[config.mk]
export PLATFORM = sky130hd
export DESIGN_NAME = vector_mem_sequencer
export DESIGN_NICKNAME = d
export VERILOG_FILES = /design/src/rtl/vector_mem_sequencer.sv
export SDC_FILE = /design/constraint.sdc
export NUM_CORES = 1
export LEC_CHECK = 0
export CAP_MARGIN = 20
export CORE_MARGIN = 8
export CORE_UTILIZATION = 42
export CTS_BUF_LIST = sky130_fd_sc_hd__clkbuf_8
export DETAILED_ROUTE_END_ITERATION = 10
export HOLD_SLACK_MARGIN = 0.12
export PLACE_DENSITY = 0.7
export REMOVE_ABC_BUFFERS = 1
export SLEW_MARGIN = 20
export SYNTH_ARGS = -nofsm -noshare
export SYNTH_HDL_FRONTEND = slang
export SYNTH_SLANG_ARGS = --single-unit
[constraint.sdc]
create_clock -name clk -period 2.6 [get_ports clk]
set_input_delay 0.52 -clock clk [delete_from_list [all_inputs] [get_ports clk]]
set_output_delay 0.52 -clock clk [all_outputs]
set_load 0.02 [all_outputs]
[src/rtl/vector_mem_sequencer.sv]
// Memory-stage sequencer: turns one 4x16-bit vector load/store into eight byte
// accesses on a byte-wide data memory, stalling upstream stages until done.
module vector_mem_sequencer #(
  parameter int WIDTH = 8
) (
  input  logic              clk,
  input  logic              reset,
  input  logic              VecStoreM,
  input  logic              VecLoadM,
  input  logic [WIDTH-1:0]  AddrM,
  input  logic [3:0][15:0]  VectorWriteDataM,
  input  logic [7:0]        MemReadData,
  output logic [WIDTH-1:0]  MemAddr,
  output logic [7:0]        MemWriteData,
  output logic              MemWrite,
  output logic [3:0][15:0]  VectorReadDataM,
  output logic              StallM,
  output logic              DoneM
);
  typedef enum logic [2:0] {IDLE, STORE, LOAD, DRAIN, DONE} state_t;

  state_t           state_reg;
  logic [2:0]       k_reg;
  logic [2:0]       k_next;
  logic [WIDTH-1:0] base_reg;
  logic [63:0]      store_reg;
  logic [7:0]       store_bytes [8];
  logic [7:0]       shadow_reg [7];
  logic [63:0]      load_vec;

  assign k_next = k_reg + 3'd1;

  // Byte k of a vector is lane k/2, low byte first (little-endian per lane).
  for (genvar gi = 0; gi < 8; gi++) begin : g_store_bytes
    assign store_bytes[gi] = store_reg[gi*8 +: 8];
  end

  // The last byte arrives during DRAIN and bypasses the shadow buffer.
  for (genvar gi = 0; gi < 7; gi++) begin : g_load_vec
    assign load_vec[gi*8 +: 8] = shadow_reg[gi];
  end
  assign load_vec[63:56] = MemReadData;

  always_comb begin
    StallM = 1'b0;
    case (state_reg)
      IDLE:               StallM = VecStoreM | VecLoadM;
      STORE, LOAD, DRAIN: StallM = 1'b1;
      default:            StallM = 1'b0;
    endcase
  end

  always_ff @(posedge clk) begin
    if (reset) begin
      state_reg       <= IDLE;
      k_reg           <= 3'd0;
      base_reg        <= '0;
      store_reg       <= '0;
      MemAddr         <= '0;
      MemWriteData    <= 8'h00;
      MemWrite        <= 1'b0;
      VectorReadDataM <= '0;
      DoneM           <= 1'b0;
    end else begin
      case (state_reg)
        IDLE: begin
          k_reg <= 3'd0;
          if (VecStoreM) begin
            state_reg    <= STORE;
            base_reg     <= AddrM;
            store_reg    <= VectorWriteDataM;
            MemWrite     <= 1'b1;
            MemAddr      <= AddrM;
            MemWriteData <= VectorWriteDataM[0][7:0];
          end else if (VecLoadM) begin
            state_reg <= LOAD;
            base_reg  <= AddrM;
            MemAddr   <= AddrM;
          end
        end
        STORE: begin
          if (k_reg == 3'd7) begin
            state_reg    <= DONE;
            MemWrite     <= 1'b0;
            MemAddr      <= '0;
            MemWriteData <= 8'h00;
            DoneM        <= 1'b1;
          end else begin
            k_reg        <= k_next;
            MemAddr      <= base_reg + WIDTH'(k_next);
            MemWriteData <= store_bytes[k_next];
          end
        end
        LOAD: begin
          // Read data lags the address by one cycle.
          if (k_reg != 3'd0) shadow_reg[k_reg - 3'd1] <= MemReadData;
          if (k_reg == 3'd7) begin
            state_reg <= DRAIN;
            MemAddr   <= '0;
          end else begin
            k_reg   <= k_next;
            MemAddr <= base_reg + WIDTH'(k_next);
          end
        end
        DRAIN: begin
          VectorReadDataM <= load_vec;
          DoneM           <= 1'b1;
          state_reg       <= DONE;
        end
        DONE: begin
          // Requests still present here belong to the instruction just finished.
          DoneM     <= 1'b0;
          k_reg     <= 3'd0;
          state_reg <= IDLE;
        end
        default: state_reg <= IDLE;
      endcase
    end
  end
endmodule

**After elaboration in Yosys (flattened, before gate mapping)**

Memories as Yosys holds them, arrays and structs flattened. A register that Yosys moved wholly into a read port is not among the register bits.
Index checks and enable logic that the tools add are counted.

- Logic and storage cells: 71
- Flip-flop bits (word level): 112
- Memories kept: 1
- Bits in writable memories: 56
- Output and inout bits: 83

- Bitwise logic cells: 2
- Add/sub/neg operators: 3
- Equality and inequality tests: 10
- Order comparisons: 1
- Reduce and logical (&&, ||, !) cells: 18
- Multiplexer cells: 27

Memory list:

| memory | depth | bits a word | read ports | clocked after Yosys merged registers in | wr ports | RTL line | text |
|---|---|---|---|---|---|---|---|
| shadow_reg | 7 | 8 | 7 | 7 | 1 | 28 | `logic [7:0] shadow_reg [7];` |

Operators with widths:

| operator | count |
|---|---|
| $mux 8 | 7 |
| $pmux 8 s2 | 2 |
| $bmux 8 s3 | 1 |
| $mux 3 | 5 |
| $pmux 3 s4 | 1 |
| $reduce_and 2->1 | 6 |
| $add 8x3->8 | 1 |
| $ne 2x2->1 const B | 4 |
| $reduce_bool 2->1 | 4 |
| $mux 1 | 7 |
| $eq 3x2->1 const B | 2 |
| $eq 3x3->1 const B | 2 |
| $pmux 3 s2 | 1 |
| $reduce_and 3->1 | 2 |
| $reduce_bool 3->1 | 2 |
| $ge 4x4->1 const B | 1 |
| $not 3->4 | 1 |
| $pmux 1 s2 | 2 |
| $reduce_or 2->1 | 2 |
| $add 3x1->3 const B | 1 |
| $eq 3x1->1 const B | 1 |
| $logic_not 3->1 | 1 |
| $ne 3x3->1 const B | 1 |
| $pmux 1 s3 | 1 |
| other kinds (3) | 3 |

**Longest topological paths before layout**

Gate-level depths: netlist of the first run.

- Word-level depth: 7
- Gate-level depth with buffers: 9

**Worst setup path before layout of the first run**

OpenSTA, ideal clock, no wires.

- Path type: register to register
- Start: reg k_reg[0]
- End: reg MemWriteData[3]
- Data required time: 2.458 ns
- Stages on the path, launching flop included: 10
- Buffers on the path: 3
- Arrival time: 2.312 ns
- Setup slack: 0.146 ns
- Cells stage by stage: dfxtp_1 -> buf_4 -> buf_2 -> inv_1 -> ha_1 -> buf_6 -> mux4_1 -> mux2_2 -> nand2_1 -> a211oi_2

- Longest elaborated chain between the ends: 7
- Elaborated cells on any way between the ends: 8

RTL lines:

| item | RTL line | text |
|---|---|---|
| start, declared | 23 | `logic [2:0] k_reg;` |
| start signal, assigned | 89 | `k_reg <= k_next;` |
| start signal, assigned | 101 | `k_reg <= k_next;` |
| $add 3x1->3 | 31 | `assign k_next = k_reg + 3'd1;` |
| $not 3->4 (not written as such) | 91 | `MemWriteData <= store_bytes[k_next];` |
| $bmux 8 s3 | 91 |  |
| $mux 8 (not written as such) (2 in a row) | 91 |  |
| $mux 8 (*) | 82 | `if (k_reg == 3'd7) begin` |
| $pmux 8 s2 (*) | 65 | `case (state_reg)` |
| end signal, assigned | 74 | `MemWriteData <= VectorWriteDataM[0][7:0];` |
| end signal, assigned | 91 |  |
| end, declared | 14 | `output logic [7:0] MemWriteData,` |

Every way passes the cells marked *; elsewhere a longest branch is shown, timed or not. The select of a mux whose other input is x is not followed.
A chain may end at the register's enable or synchronous reset.

**Worst setup path in the final report of the first run**

- Start: in VecStoreM
- End: out StallM

- Longest elaborated chain between the ends: 2

RTL lines:

| item | RTL line | text |
|---|---|---|
| start, declared | 8 | `input logic VecStoreM,` |
| $or 1x1->1 | 47 | `IDLE: StallM = VecStoreM \| VecLoadM;` |
| $pmux 1 s2 | 46 | `case (state_reg)` |
| end, declared | 17 | `output logic StallM,` |

Every way passes these cells.

==> impl_metrics.env, run 1 <==
export IMPL_hold_path_class="input pin to flip-flop"
export IMPL_clk_latency_ps=520
export IMPL_slowest_stage="clkdlybuf4s50_1"
export IMPL_postCtsResizedCells=0
export IMPL_drv_slew=0
export IMPL_ctsRootBufferMaster="clkbuf_8"
export IMPL_die_area_mm2=0.0250
export IMPL_cp_arrival_ps=1920
export IMPL_synthSimpleGateAreaFrac_pct=17.2
export IMPL_diodes=0
export IMPL_drive_gt1_share_pct=10.7
export IMPL_grt_ovfl_total=0
export IMPL_cts_made_buffers=36
export IMPL_drc=0
export IMPL_ir_drop_uv=321
export IMPL_area_growth_pct=30.1
export IMPL_yosys_warnings=0
export IMPL_setup_tns_ps=0
export IMPL_cts_setup_buffers=0
export IMPL_core_mm2=0.0200
export IMPL_endpoint_kind="primary output"
export IMPL_critical_path_top_delay_family="buffers and inverters"
export IMPL_multi_input_area_mm2=0.00321
export IMPL_critical_path_cell_chain="clkdlybuf4s50_1 > nor4_1 > nor2_1 > clkdlybuf4s50_1"
export IMPL_drt_iter0_drc=281
export IMPL_initial_core_util_pct=42.4
export IMPL_synth_area_mm2=0.00849
export IMPL_dpl_hpwl_um=13500
export IMPL_crit_required_ps=2080
export IMPL_grtUsageTotal_pct=16.4
export IMPL_fin_nets=1108
export IMPL_synthXorXnorAreaFrac_pct=0.737
export IMPL_vias=6520
export IMPL_cp_slowest_stage_delay_ps=550
export IMPL_yosys_register_bits=216
export IMPL_max_cap_violations=0
export IMPL_grt_max_degree=159
export IMPL_cp_max_fo=3
export IMPL_yosysUniqueCellTypes=46
export IMPL_postRouteWirelength_um=20500
export IMPL_synth_compound_area_share_pct=11.3
export IMPL_setup_violations=0
export IMPL_syn_inst=850
export IMPL_ctsHtreeMaxLevel=2
export IMPL_tightestPinTransition_ps=918
export IMPL_n_fill_cell=1811
export IMPL_wl_per_cell_um=15.6
export IMPL_antenna_found_initial=0
export IMPL_clock_skew_ps=27.0
export IMPL_rows=52
export IMPL_die_h_um=158
export IMPL_start_kind="input pin"
export IMPL_cts_buffer_depth=3
export IMPL_fin_crit_sh_pct=93.9
export IMPL_cpMostUsedCell="clkdlybuf4s50_1"
export IMPL_slew_headroom_pct=38.7
export IMPL_grt_pass1_vias=6557
export IMPL_design_area_mm2=0.0110
export IMPL_max_freq_mhz=410
export IMPL_ys_seq_area_share_pct=57.5
export IMPL_power_leakage_nw=3.90
export IMPL_finalHoldViolations=0
export IMPL_ff_latch_area_mm2=0.00488
export IMPL_period_needed_ps=2440
export IMPL_synth_top_family_by_area="simple AND/OR/NAND/NOR gates"
export IMPL_final_common_cell="nand2_1"
export IMPL_muxShareOfSynthArea_pct=7.12
export IMPL_cts_hold_buf=0
export IMPL_ant_nets=0
export IMPL_crit_buf_inv=2
export IMPL_gp_congestion=0.749
export IMPL_syn_avg_cell_area_um2=9.99
export IMPL_chipWidth_um=158
export IMPL_synthAdderAreaFrac_pct=1.27
export IMPL_critical_path_class="input pin to primary output"
export IMPL_firstDrtPassIters=5
export IMPL_io_pins=167
export IMPL_final_cell_mix="275 x nand2_1, 165 x clkdlybuf4s50_1, 160 x dfxtp_1"
export IMPL_clk_pin_slew_ps=60
export IMPL_placed_cell_area_mm2=0.0104
export IMPL_tritoncts="done"
export IMPL_placement_io_buffers=166
export IMPL_post_route_util_pct=55.1
export IMPL_grt_pass1_wl_um=33000
export IMPL_status="complete, no violations"
export IMPL_avgViaCountPerCell=4.97
export IMPL_clkSinkCount=216
export IMPL_power_total_mw=7.44
export IMPL_rsz0062_at_grt="false"
export IMPL_powerDensity_mw_per_mm2=674
-- cell families (layout without fill, tap and decap cells) --
kind of cell	count (synthesis)	count (layout)
muxes	36	36
DFF	216	216
and+or+nand+nor	349	349
buffers and inverters	66	258
adders and majority gates	8	8
xor gates and xnor gates	5	5
AOI/OAI and AO/OA	170	170
-- layout make-up --
class / instances / area share [%]
clock buffers: 44 / 5.48
clock inverters: 20 / 0.827
repair buffers: 190 / 17.2
multi-input cells: 568 / 29.1
flip-flops and latches: 216 / 44.2
well taps: 270 / 3.06
inverters: 4 / 0.136
-- power breakdown --
group / internal (mW) / switching (mW) / total (mW)
clock: 1.54 / 1.32 / 2.86
sequential: 3.58 / 0.0762 / 3.66
combinational: 0.439 / 0.487 / 0.926
total: 5.56 / 1.88 / 7.44
-- per-stage QoR --
step,hold slack [ps],cells,setup slack [ps]
floorplan,425,788,-957
global placement,438,1248,171
detailed placement,445,1248,168
CTS,351,1312,163
global route,380,1312,58.9
finish,381,1312,160
-- cells in the mapped netlist, drive strengths merged --
cell    count  area (um2)
a211oi     11         128
a21o        1        7.51
a21oi     136         681
a311oi      6        52.6
a32oi       1        8.76
and3b       1        8.76
buf        42         318
clkbuf     20        75.1
dfxtp     160        3200
edfxtp     56        1680
fa          1        20.0
ha          7        87.6
inv         4        15.0
mux2        8        90.1
mux2i      12         120
mux4       16         394
nand2     276        1040
nand2b      2        12.5
nand3       5        25.0
nand3b      1        7.51
nand4       3        18.8
nor2       37         139
nor2b       1        6.26
nor3       11        66.3
nor4        5        46.3
nor4b       4        56.3
o21a        3        22.5
o21ai      11        55.1
o311ai      1        8.76
or2         1        6.26
or3b        1        8.76
or4b        1        13.8
xnor2       4        53.8
xor2        1        8.76
-- path summary, 6_finish.rpt --
path              depth (start not counted)                        from  slack [ps]                         end
setup / recovery                          4                   VecStoreM         160                      StallM
setup reg to reg                          7       k_reg[0]$_SDFFE_PP0P_         310     MemAddr[6]$_SDFFE_PP0P_
hold / removal                            3                       reset         380   state_reg[1]$_SDFFE_PP0P_
hold reg to reg                           2  store_reg[49]$_SDFFE_PP0P_         450  store_reg[49]$_SDFFE_PP0P_
-- layer usage --
metal	up-vias	wire length, um	GRT usage [%]
met5	-	0	0
met4	0	397	5.52
met3	38	1770	5.32
met2	202	9360	25.7
met1	3039	9000	20.9
li1	3241	-	-
-- worst reg2reg max path, cell delays in order, from the launching register on --
cell and delay [ps]:
dfxtp_1 380, inv_1 110, ha_1 380, fa_1 450, a21oi_1 330, o21a_1 180, o21ai_0 100, a311oi_1 270
Note: power is estimated with default switching activity, not from simulation.
==> inputs of run 2 (changes only) <==
--- a/config.mk
+++ b/config.mk
@@ -11,7 +11,7 @@
 export CTS_BUF_LIST = sky130_fd_sc_hd__clkbuf_8
 export DETAILED_ROUTE_END_ITERATION = 10
 export HOLD_SLACK_MARGIN = 0.12
-export PLACE_DENSITY = 0.7
+export PLACE_DENSITY = 0.67
 export REMOVE_ABC_BUFFERS = 1
 export SLEW_MARGIN = 20
 export SYNTH_ARGS = -nofsm -noshare
==> constraint.sdc (replaced) <==
create_clock -name clk -period 2.95 [get_ports clk]
set_input_delay 0.59 -clock clk [delete_from_list [all_inputs] [get_ports clk]]
set_output_delay 0.59 -clock clk [all_outputs]
set_load 0.02 [all_outputs]
==> impl_metrics.env, run 2 (same netlist as run 1, synthesis figures left out) <==
export IMPL_setup_tns_ps=0
export IMPL_r2r_setup_slack_ps=560
export IMPL_dr_max_layer_used="met4"
export IMPL_instances_no_fill=1311
export IMPL_finalHoldViolations=0
export IMPL_cts_buffer_depth=3
export IMPL_tritoncts="done"
export IMPL_postCtsResizedCells=0
export IMPL_drive_gt1_share_pct=10.3
export IMPL_powerDensity_mw_per_mm2=606
export IMPL_drv_slew=0
export IMPL_ctsRootBufferMaster="clkbuf_8"
export IMPL_setup_violations=0
export IMPL_clk_pin_slew_ps=50
export IMPL_io_pins=167
export IMPL_final_cell_mix="275 x nand2_1, 165 x clkdlybuf4s50_1, 160 x dfxtp_1"
export IMPL_hold_path_startpoint="store_reg[15]$_SDFFE_PP0P_"
export IMPL_design_area_mm2=0.0110
export IMPL_gp_congestion=0.737
export IMPL_placed_cell_area_mm2=0.0103
export IMPL_ctsHtreeMaxLevel=2
export IMPL_firstDrtPassIters=6
export IMPL_met1Wirelength_um=9490
export IMPL_clkSinkCount=216
export IMPL_core_mm2=0.0200
export IMPL_vias=6457
export IMPL_die_area_mm2=0.0250
export IMPL_max_cap_violations=0
export IMPL_ant_nets=0
export IMPL_grt_pass1_wl_um=32400
export IMPL_ir_drop_uv=263
export IMPL_drc=0
export IMPL_r2r_start="k_reg[0]$_SDFFE_PP0P_"
export IMPL_hold_path_class="flip-flop to flip-flop"
export IMPL_dp_cells=1243
export IMPL_wl_met2_um=9060
export IMPL_tightestPinTransition_ps=944
export IMPL_area_growth_pct=30.0
export IMPL_fin_crit_sh_pct=90.0
export IMPL_avgViaCountPerCell=4.93
export IMPL_grtUsageTotal_pct=16.0
export IMPL_cts_made_buffers=38
export IMPL_cts_setup_buffers=0
export IMPL_rows=52
export IMPL_critical_path_class="input pin to primary output"
export IMPL_power_total_mw=6.69
export IMPL_postRouteWirelength_um=20500
export IMPL_cts_hold_buf=0
export IMPL_period_needed_ps=2650
export IMPL_power_leakage_nw=3.90
export IMPL_fin_nets=1105
export IMPL_wl_per_cell_um=15.6
export IMPL_start_kind="input pin"
export IMPL_crit_required_ps=2360
export IMPL_cp_arrival_ps=2060
export IMPL_clock_skew_ps=17.1
export IMPL_final_common_cell="nand2_1"
export IMPL_placement_io_buffers=166
export IMPL_die_h_um=158
export IMPL_chipWidth_um=158
export IMPL_clk_latency_ps=510
export IMPL_grt_ovfl_total=0
export IMPL_endpoint_kind="primary output"
export IMPL_grt_max_degree=83
export IMPL_max_freq_mhz=377
export IMPL_rsz0062_at_grt="false"
export IMPL_diodes=0
export IMPL_cp_startpoint="VecStoreM"
export IMPL_cp_max_fo=2
export IMPL_slew_headroom_pct=37.0
export IMPL_drt_iter0_drc=274
export IMPL_status="complete, no violations"
export IMPL_antenna_found_initial=0
export IMPL_grt_pass1_vias=6221
export IMPL_initial_core_util_pct=42.4
export IMPL_wl_met3_um=1640
export IMPL_dpl_hpwl_um=13300
## run 2: cell type report
| type | instances | area, um2 |
|---|---|---|
| inverters | 4 | 15.0 |
| multi-input cells | 568 | 3220 |
| well taps | 270 | 338 |
| flip-flops and latches | 216 | 4880 |
| repair buffers | 185 | 1830 |
| fillers | 1871 | 9010 |
| clock inverters | 26 | 166 |
| clock buffers | 42 | 578 |
## run 2: critical path: stages
cell and delay [ps]:
clkdlybuf4s50_1 450, nor4_1 380, nor2_1 80, clkdlybuf4s50_1 560
## run 2: stage by stage
stage	setup WS [ps]	utilization (%)	hold WS (ps)
finish	295	55.1	447
CTS	318	55.1	424
detailed placement	314	51.3	442
global route	250	55.1	431
global placement	350	51.3	438
floorplan	-607	-	425
## run 2: per-layer routing
metal | vias to the layer above | global-route usage (%)
met5 | - | 0
met4 | 0 | 4.04
met3 | 29 | 5.62
met2 | 178 | 24.6
met1 | 3006 | 21.2
li1 | 3244 | -
## run 2: final timing paths
path	endpoint	cells after the start
hold / removal	store_reg[15]$_SDFFE_PP0P_	2
hold reg to reg	store_reg[15]$_SDFFE_PP0P_	2
setup reg to reg	MemAddr[6]$_SDFFE_PP0P_	8
setup / recovery	StallM	4
## run 2: power breakdown
group / switching, mW / internal (mW)
registers: 0.0657 / 3.16
logic: 0.425 / 0.373
clock network: 1.18 / 1.49
==> variant, RTL diff (flow settings as in run 1) <==
Change the parameter `WIDTH` from 8 to 6.
--- a/src/rtl/vector_mem_sequencer.sv
+++ b/src/rtl/vector_mem_sequencer.sv
@@ -2,5 +2,5 @@
 // accesses on a byte-wide data memory, stalling upstream stages until done.
 module vector_mem_sequencer #(
-  parameter int WIDTH = 8
+  parameter int WIDTH = 6
 ) (
   input  logic              clk,
Ports: changed (resized AddrM and MemAddr); port bits go from 167 to 163. No check against the original RTL was run, so the function may have changed too.
==> variant against run 1 <==
Synthesized area fell by 3.3%. Routed wire length up 0.29%. Clock skew shrank 16 ps. Largest power group unchanged. Largest cell class unchanged. Count of clock-buffer cells in the layout shrank 3. Setup slack gained 110 ps. Sequential cell count down 4. Critical path depth unchanged. Sequential share of layout area increased by 0.42 points. Power is 2.2% lower. Design area fell by 2.6%.
==> variant: results (changes against run 1) <==
stage	metric	value	unit	change
clock_tree	setup repair bufs after CTS	0		unchanged
global_route	met2 usage	25.6	%	-0.11 points
layout	Layout Nets	1112		+0.36%
global_route	first-pass GRT wire length	32.6	mm	-1.1%
layout	sequential cell count	212		-1.9%
layout	Multi-input gate area	3100	µm²	-3.6%
critical_path	CP max FO	2		-1
placed_design	dpl cells	1249		+0.080%
status	status	completed		
placed_design	Detail Placement HPWL	13.5	mm	+0.40%
placed_design	number of port buffers	162		-2.4%
drt	met1 wire length	9.31	mm	+3.4%
pwr	Max rail drop VDD	0.376	mV	+17%
synthesis	synth top area cells	dfxtp_1 38%, edfxtp_1 20%, nand2_1 12%		
placed_design	routability cong.	0.804		+7.4%
synthesis	Post-Synth Adder-Cell Area	1.31	%	+0.043 points
clock_tree	H-tree depth	2		unchanged
global_route	vias in the first global route	6259		-4.5%
timing	Slew @ Worst Pin	795	ps	-123 ps
global_route	global-route track usage on met3	4.71	%	-0.61 points
drt	Met2 Routed Length	9.29	mm	-0.73%
drt	drt total wl	20.6	mm	+0.29%
drt	drt pass-1 iters	4		-1
drt	Vias/cell	4.89		-1.6%
pwr	Lkg Pwr	3.76	nW	-3.4%
synthesis	commonest cells in the netlist	269 x nand2_1, 156 x dfxtp_1, 134 x a21oi_1		
placed_design	dpl ws	252	ps	+83.8 ps
global_route	GR Layer Usage met1	21.8	%	+0.92 points
layout	register area	4800	µm²	-1.6%
synthesis	Synth Area in Compound Gates	12.9	%	+1.5 points
critical_path	CP arrival	1810	ps	-110 ps
layout	Fillers	1803		-0.44%
critical_path	R2R Setup Slk	400	ps	+90 ps
layout	clock network area share	6.33	%	+0.026 points
clock_tree	Clock Latency Late Sink	510	ps	
layout	Non-clk bufs	186		-2.1%
drt	average routed wire per standard cell	15.7	µm	+0.29%
layout	Clock buffer cells	41		-6.8%
synthesis	Post-Syn Instances	861		+1.3%
synthesis	mux cell area share after synthesis	5.13	%	-2.0 points
clock_tree	Clock transition at path regs	60	ps	about the same
timing	Hold Slack	425	ps	+44.3 ps
layout	comb_multi_in	582		+2.5%
global_route	largest net degree at the start of global routing	94		-41%
layout	NonClk Buf Share	17.1	%	-0.15 points
global_route	initial antenna violation count	0		unchanged
drt	met3 WL	1.65	mm	-6.4%
timing	final worst clock skew	11.1	ps	-15.9 ps
synthesis	Seq/Total Area, Yosys	58.5	%	+0.97 points
synthesis	Synth Area in XOR/XNOR	0.747	%	+0.0097 points
layout	layout cell share with drive strength beyond 1	8.69	%	-2.1 points
layout	Layout area overhead	31.1	%	
synthesis	post-synth cell types	47		+2.2%
placed_design	Post-DP Area	10100	µm²	-2.6%
timing	Final Critical Period	2330	ps	-109 ps
global_route	GRT Total Usage	16.5	%	+0.12 points
drt	Iteration-0 DRC Markers	364		+30%
-- variant: cell count changes after synthesis, sizes merged, moves of 7 or more --
cell,run 1,this run
o211ai,0,8
o21ai,11,19
mux2i,12,32
nor2b,1,12
a22oi,0,9
o221ai,0,8
nor2,37,22
a211oi,11,3
nand2,276,269
mux4,16,0
-- variant: where the power goes --
group          switching [W]  leakage [nW]  internal [W]
logic               0.000473          1.58      0.000408
clock network        0.00127         0.409       0.00153
registers          0.0000747          1.78       0.00352
total                0.00181          3.76       0.00546
-- variant: critical path: cells and delay by family --
| kind | cells | cell delay, ps |
|---|---|---|
| and+or+nand+nor | 2 | 310 |
| buffers and inverters | 2 | 980 |
-- variant: path summary, 6_finish.rpt --
path | start | endpoint | cells after the start
worst min-delay path | reset | state_reg[1] | 3
worst min register to register | VectorReadDataM[29] | VectorReadDataM[29] | 2
worst max register to register | k_reg[0] | MemWriteData[6] | 7
worst max-delay path | VecStoreM | StallM | 4
